$ cat config.mk
export PLATFORM = sky130hd
export DESIGN_NAME = alu_share_arbiter
export DESIGN_NICKNAME = d
export VERILOG_FILES = /design/src/rtl/alu_share_arbiter.sv
export SDC_FILE = /design/constraint.sdc
export NUM_CORES = 1
export LEC_CHECK = 0
export BUFFER_PORTS_ARGS = -buffer_cell sky130_fd_sc_hd__buf_2
export CAP_MARGIN = 20
export CORE_MARGIN = 8
export CORE_UTILIZATION = 30
export CTS_CLUSTER_DIAMETER = 120
export DETAILED_ROUTE_END_ITERATION = 7
export HOLD_SLACK_MARGIN = 0.1
export MAX_ROUTING_LAYER = met4
export PLACE_DENSITY = 0.65
export SYNTH_ARGS = -nofsm -noshare
export SYNTH_HDL_FRONTEND = slang
export SYNTH_SLANG_ARGS = --single-unit
$ cat constraint.sdc
create_clock -name clock -period 3.7 [get_ports clock]
set_clock_uncertainty 0.1 [all_clocks]
set_input_delay 0.37 -clock clock [delete_from_list [all_inputs] [get_ports clock]]
set_output_delay 0.37 -clock clock [all_outputs]
set_load 0.02 [all_outputs]
$ cat src/rtl/alu_share_arbiter.sv
// Two-port arbiter that shares one combinational ALU between the control unit (port 0) and an aux/debug master (port 1).
// Build option: define ARB_FIXED_PRIO_EN to make port 0 win every tie; the default build is round-robin.
//
// state | meaning
// IDLE  | waiting for a request; winner sees readyX and its op/a/b are latched
// EXEC  | latched op/a/b drive the ALU while the latency counter runs down to 0
// RESP  | one-cycle result pulse to the owning port
module alu_share_arbiter #(
    parameter int DATA_W    = 8,
    parameter int OP_W      = 8,
    parameter int MULTI_CYC = 4
) (
    input  logic              clock,
    input  logic              reset,
    input  logic              req0_valid,
    output logic              req0_ready,
    input  logic [OP_W-1:0]   req0_op,
    input  logic [DATA_W-1:0] req0_a,
    input  logic [DATA_W-1:0] req0_b,
    input  logic              req1_valid,
    output logic              req1_ready,
    input  logic [OP_W-1:0]   req1_op,
    input  logic [DATA_W-1:0] req1_a,
    input  logic [DATA_W-1:0] req1_b,
    output logic              rsp0_valid,
    output logic              rsp1_valid,
    output logic [DATA_W-1:0] rsp_result,
    output logic              rsp_err,
    output logic [OP_W-1:0]   alu_op,
    output logic [DATA_W-1:0] alu_a,
    output logic [DATA_W-1:0] alu_b,
    input  logic [DATA_W-1:0] alu_result
);
    localparam int CNT_W = (MULTI_CYC > 1) ? $clog2(MULTI_CYC) : 1;

    typedef enum logic [1:0] {
        IDLE = 2'd0,
        EXEC = 2'd1,
        RESP = 2'd2
    } state_t;

    state_t            state, state_nx;
    logic              last_grant;
    logic              owner_q;
    logic              err_q;
    logic [CNT_W-1:0]  cnt;
    logic [OP_W-1:0]   op_q;
    logic [DATA_W-1:0] a_q, b_q, result_q;

    logic              pick1, accept, in_exec, in_resp, sel_ok, sel_multi;
    logic [OP_W-1:0]   sel_op;
    logic [DATA_W-1:0] sel_a, sel_b;

    always_comb begin
        pick1 = 1'b0;
`ifdef ARB_FIXED_PRIO_EN
        pick1 = req1_valid && !req0_valid;
`else
        pick1 = req1_valid && (!req0_valid || !last_grant);
`endif
        // Outputs are masked while reset is high so nothing escapes during the reset cycle.
        accept    = (state == IDLE) && !reset && (req0_valid || req1_valid);
        in_exec   = (state == EXEC) && !reset;
        in_resp   = (state == RESP) && !reset;
        sel_op    = pick1 ? req1_op : req0_op;
        sel_a     = pick1 ? req1_a  : req0_a;
        sel_b     = pick1 ? req1_b  : req0_b;
        sel_ok    = (sel_op != '0) && (sel_op <= OP_W'(14));
        sel_multi = (sel_op == OP_W'(3)) || (sel_op == OP_W'(4)) || (sel_op == OP_W'(5));
    end

    always_comb begin
        state_nx = state;
        case (state)
            IDLE:    if (accept) state_nx = sel_ok ? EXEC : RESP;
            EXEC:    if (cnt == '0) state_nx = RESP;
            RESP:    state_nx = IDLE;
            default: state_nx = IDLE;
        endcase
    end

    always_ff @(posedge clock) begin
        if (reset) begin
            state      <= IDLE;
            last_grant <= 1'b1;
            cnt        <= '0;
            op_q       <= '0;
            a_q        <= '0;
            b_q        <= '0;
            owner_q    <= 1'b0;
            err_q      <= 1'b0;
            result_q   <= '0;
        end else begin
            state <= state_nx;
            case (state)
                IDLE: begin
                    if (accept) begin
                        op_q     <= sel_op;
                        a_q      <= sel_a;
                        b_q      <= sel_b;
                        owner_q  <= pick1;
                        err_q    <= !sel_ok;
                        result_q <= '0;
                        cnt      <= sel_multi ? CNT_W'(MULTI_CYC - 1) : '0;
                    end
                end
                EXEC: begin
                    if (cnt == '0) result_q <= alu_result;
                    else           cnt      <= cnt - 1'b1;
                end
                RESP:    last_grant <= owner_q;
                default: ;
            endcase
        end
    end

    assign req0_ready = accept && !pick1;
    assign req1_ready = accept && pick1;
    assign alu_op     = in_exec ? op_q : '0;
    assign alu_a      = in_exec ? a_q  : '0;
    assign alu_b      = in_exec ? b_q  : '0;
    assign rsp0_valid = in_resp && !owner_q;
    assign rsp1_valid = in_resp && owner_q;
    assign rsp_result = in_resp ? result_q : '0;
    assign rsp_err    = in_resp && err_q;

endmodule

Word-level counts from Yosys, hierarchy flattened
Cells that the tools add are included.
- reduce and logical (&&, ||, !) cells: 29
- add/sub/neg operators: 1
- magnitude comparators: 1
- equal/unequal tests: 8
- multiplexer cells: 18
- operators by type and width (cell ; number):
    8-bit two-way mux ; 9
    8-bit by 3-bit == test with 1-bit output (second input constant) ; 2
    8-bit case mux with 2 select lines ; 1
    2-bit two-way mux ; 6
    1-bit logical AND ; 11
    8-bit by 2-bit == test with 1-bit output (second input constant) ; 1
    8-bit by 4-bit less-or-equal comparator with 1-bit output (second input constant) ; 1
    2-bit case mux with 2 select lines ; 2
    8-bit nonzero test ; 1
    1-bit logical NOT ; 6
    3-bit AND reduction ; 2
    2-bit logical NOT ; 2
    1-bit logical OR ; 4
    2-bit != test (second input constant) ; 2
    2-bit AND reduction ; 2
    2-bit by 1-bit == test with 1-bit output (second input constant) ; 1
    2-bit == test (second input constant) ; 1
    2-bit by 1-bit != test with 1-bit output (second input constant) ; 1
    2-bit nonzero test ; 1
    2-bit by 1-bit subtractor with 2-bit output (second input constant) ; 1
- output and inout bits: 37
- logic and storage cells: 66
- register bits after elaboration: 39
- bits of input ports: 60

Logic depth before layout (Yosys ltp)
- depth in word-level cells: 10
- depth in mapped cells: 7
- mapped depth without buffers: 7

Worst setup path before layout
OpenSTA, ideal clock, no wires.
- path type: in2out
- start point: input req1_valid
- end point: output req0_ready
- path buffers: 2
- data arrival time: 1367 ps
- stages on the path: 4
- data required time: 3230 ps
- path slack: 1863 ps
- cell sequence: a21boi_4 -> buf_4 -> buf_4 -> nor3_1
- word-level cells in the longest chain between the ends: 3
- elaborated cells on any way between the ends: 5
- those cells by class: reduce/logical (5)
- ends and longest elaborated chain (what ; RTL line ; text):
    start, declared ; 20 ; input logic req1_valid,
    1-bit logical OR / 1-bit logical AND (equally long branches) ; 62, 59 ;
    1-bit logical AND / 1-bit logical NOT (equally long branches) ; 62, 117 ;
    1-bit logical AND * ; 117 ; assign req0_ready = accept && !pick1;
    end, declared ; 16 ; output logic req0_ready,
Every way passes the cells marked *; elsewhere a longest branch is shown, timed or not.

Final worst setup path
- start point: register state[1]
- end point: output alu_op[0]
- word-level cells in the longest chain between the ends: 3
- ends and longest elaborated chain (what ; RTL line ; text):
    start, declared ; 42 ; state_t state, state_nx;
    start signal, assigned ; 94 ; state <= state_nx;
    2-bit by 1-bit == test with 1-bit output ; 63 ; in_exec = (state == EXEC) && !reset;
    1-bit logical AND ; 63 ;
    8-bit two-way mux ; 119 ; assign alu_op = in_exec ? op_q : '0;
    end, declared ; 29 ; output logic [OP_W-1:0] alu_op,
Every way passes these cells.

==> out/metrics.csv <==
metric,value,unit
ir_worst_vdd,155,uV
grtUsageMet1,0.144,
hold_viol,0,
synth-warning-count,0,
cts_buffer_depth,2,
use_met2,0.203,
dp_hpwl,4470,um
syn_avg_cell_area,8.77,um2
fin_crit,2450,ps
max_clock_freq,408,MHz
synth.top_cell.area_share,0.379,
syn-num-nets,296,
cp-endpoint,alu_op[0],
synthDistinctLibCells,34,
io_buffers,96,
pin_count,97,
cts_tree,done,
grt_usage,0.126,
drive_above_1_share,0.357,
seq_power_share,0.461,
place_congestion,0.730,
clkTransAtPathRegs,80,ps
ff2ff_path_depth,5,
clkPwrFrac,0.359,
design.core.area,6720,um2
top_usage_layer,met2,
p_int,759,uW
rsz0062_at_grt,no,
fillers,700,
post-route-period-util,0.662,
firstDrtPassIters,4,
switching_share,0.268,
cts_buffers,5,
slew_headroom,0.508,
setup_viol,0,
critPathKind,reg2out,
synth_seq_area_share,0.379,
status,finished clean,
power_leakage,0.00141,uW
mostFrequentLayoutCell,buf_2,
ctsResizeCount,0,
combinationalPowerShare,0.180,
cts_root_buffer,clkbuf_8,
die_area,9780,um2
drv_slew,0,
antenna_found_initial,0,
initial_utilization,0.307,
reg2reg_setup_slack,1630,ps
critical_path_peak_fanout,26,
hold_class,in2reg,
cp.required,3230,ps
crit_path_end_kind,output port,
first_iter_violations,42,
netlist_area,2060,um2
cts_setup_buffers,0,
insertion_delay,290,ps
cts_hold_buf,0,
synth_top_area_cell,dfxtp_1,
powerDensity,384,nW/um2
antenna_cells,0,
vias_per_cell,4.99,
mostFrequentLayoutCells,"buf_2 (96), dfxtp_1 (39), and3_1 (36), nor2_1 (35), mux2i_1 (25)",
vias,2006,
cts_sinks,39,
final_util,0.401,
cts.htree.levels,2,
met3_usage,0.0451,
cp-start-kind,flip-flop,
fp.dieH,98.9,um
grt_pass1_wl,9920,um
grt_max_degree,29,
rr_endpoint,cnt[1],
worstMarginPinSlew,739,ps
synth_cells,235,
grt.overflow.total,0,
regArea,781,um2
final_antenna_net_count,0,
grt_pass1_vias,2092,
p_sw,278,uW
rows,30,
fin_tns_setup,0,ps
r2r-start,state[1],
setup_ws,1250,ps
critical_path.startpoint,state[1],
synthTopCellsByArea,"dfxtp_1 (38%), mux2i_1 (12%), and3_1 (11%)",
wire_per_inst,14.8,um
worstPathArrival,1980,ps
area_growth_syn_to_layout,30.8,%
maxCapViolCount,0,
nets,382,
routed_wirelength,5970,um
ys_seq_elements,39,
drc,0,
multi_input_area,1170,um2
die_w,98.9,um
pre_cts_ws,1500,ps
-- power groups by stage --
| stage | clock [uW] | combinational (uW) | sequential, uW |
|---|---|---|---|
| finish | 372 | 187 | 478 |
| global route | 399 | 209 | 484 |
| CTS | 381 | 190 | 478 |
| detailed placement | 0 | 189 | 487 |
| global placement | 0 | 184 | 487 |
| floorplan | 0 | 131 | 478 |
-- sequential cells by signal (all words and copies together), names as in the netlist --
register and cells:
a_q 8, last_grant 1, state 2, result_q 8, err_q 1, owner_q 1, cnt 2, b_q 8
op_q 8
-- cell usage after synthesis --
cell type	number
dfxtp_1	39
and3_1	36
nor2_1	35
mux2i_1	25
a211oi_1	24
clkbuf_1	14
a22o_1	8
nand2_1	5
a21oi_1	4
buf_2	4
inv_1	4
nand4_1	3
nor2b_1	3
nor3_1	3
nor3_2	3
buf_4	2
nand3b_1	2
o21a_1	2
o21ai_0	2
o221a_1	2
or4_1	2
a21boi_4	1
and2_1	1
and2b_1	1
buf_6	1
ha_1	1
nand2b_1	1
nor4_1	1
o21ai_2	1
o31a_1	1
o31ai_2	1
or2_1	1
or3_1	1
or4_4	1
-- cells by family (layout without fill, tap and decap cells) --
| family | Yosys count | after routing | share of synthesized area |
|---|---|---|---|
| multiplexers | 25 | 25 | 0.121 |
| flip-flops | 39 | 39 | 0.379 |
| adder cells (fa/ha/maj) | 1 | 1 | 0.00607 |
| AND/OR/NAND/NOR | 99 | 99 | 0.261 |
| buffers and inverters | 25 | 112 | 0.0552 |
| AO/OA/AOI/OAI | 46 | 46 | 0.178 |
-- cell type report --
class / count / area share
Clock inverter: 2 / 0.0130
Timing Repair Buffer: 100 / 0.189
Tap cell: 80 / 0.0371
Clock buffer: 6 / 0.0306
Sequential cell: 39 / 0.289
Multi-Input combinational cell: 171 / 0.435
Inverter: 4 / 0.00557
-- per-layer routing --
| layer | up-vias | part of all wire |
|---|---|---|
| met2 | 64 | 0.46 |
| met5 | - | 0 |
| met1 | 907 | 0.45 |
| met3 | 9 | 0.080 |
| li1 | 1026 | - |
| met4 | 0 | 0.0094 |
-- per-stage QoR --
stage               hold WS, ps  power [uW]  area (um2)  cells
floorplan                   334         610        2060    235
global placement            350         672        2580    394
detailed placement          352         676        2580    394
CTS                         185        1050        2700    402
global route                186        1090        2700    402
finish                      193        1040        2700    402
-- worst min-delay path by stage --
stage / start / end / slack, ps / cells past startpoint
after global routing: alu_result[3] / result_q[3] / 190 / 2
final: alu_result[6] / result_q[6] / 190 / 2
after detailed placement: result_q[2] / result_q[2] / 350 / 1
after global placement: result_q[3] / result_q[3] / 350 / 1
after floorplan: result_q[0] / result_q[0] / 330 / 1
after CTS: alu_result[6] / result_q[6] / 190 / 2
-- critical path, cell delays in order, from the launching register on --
cell and delay [ps]:
dfxtp_1 480, and2b_1 750, and3_1 270, buf_2 180
(Power assumes the default switching activity.)
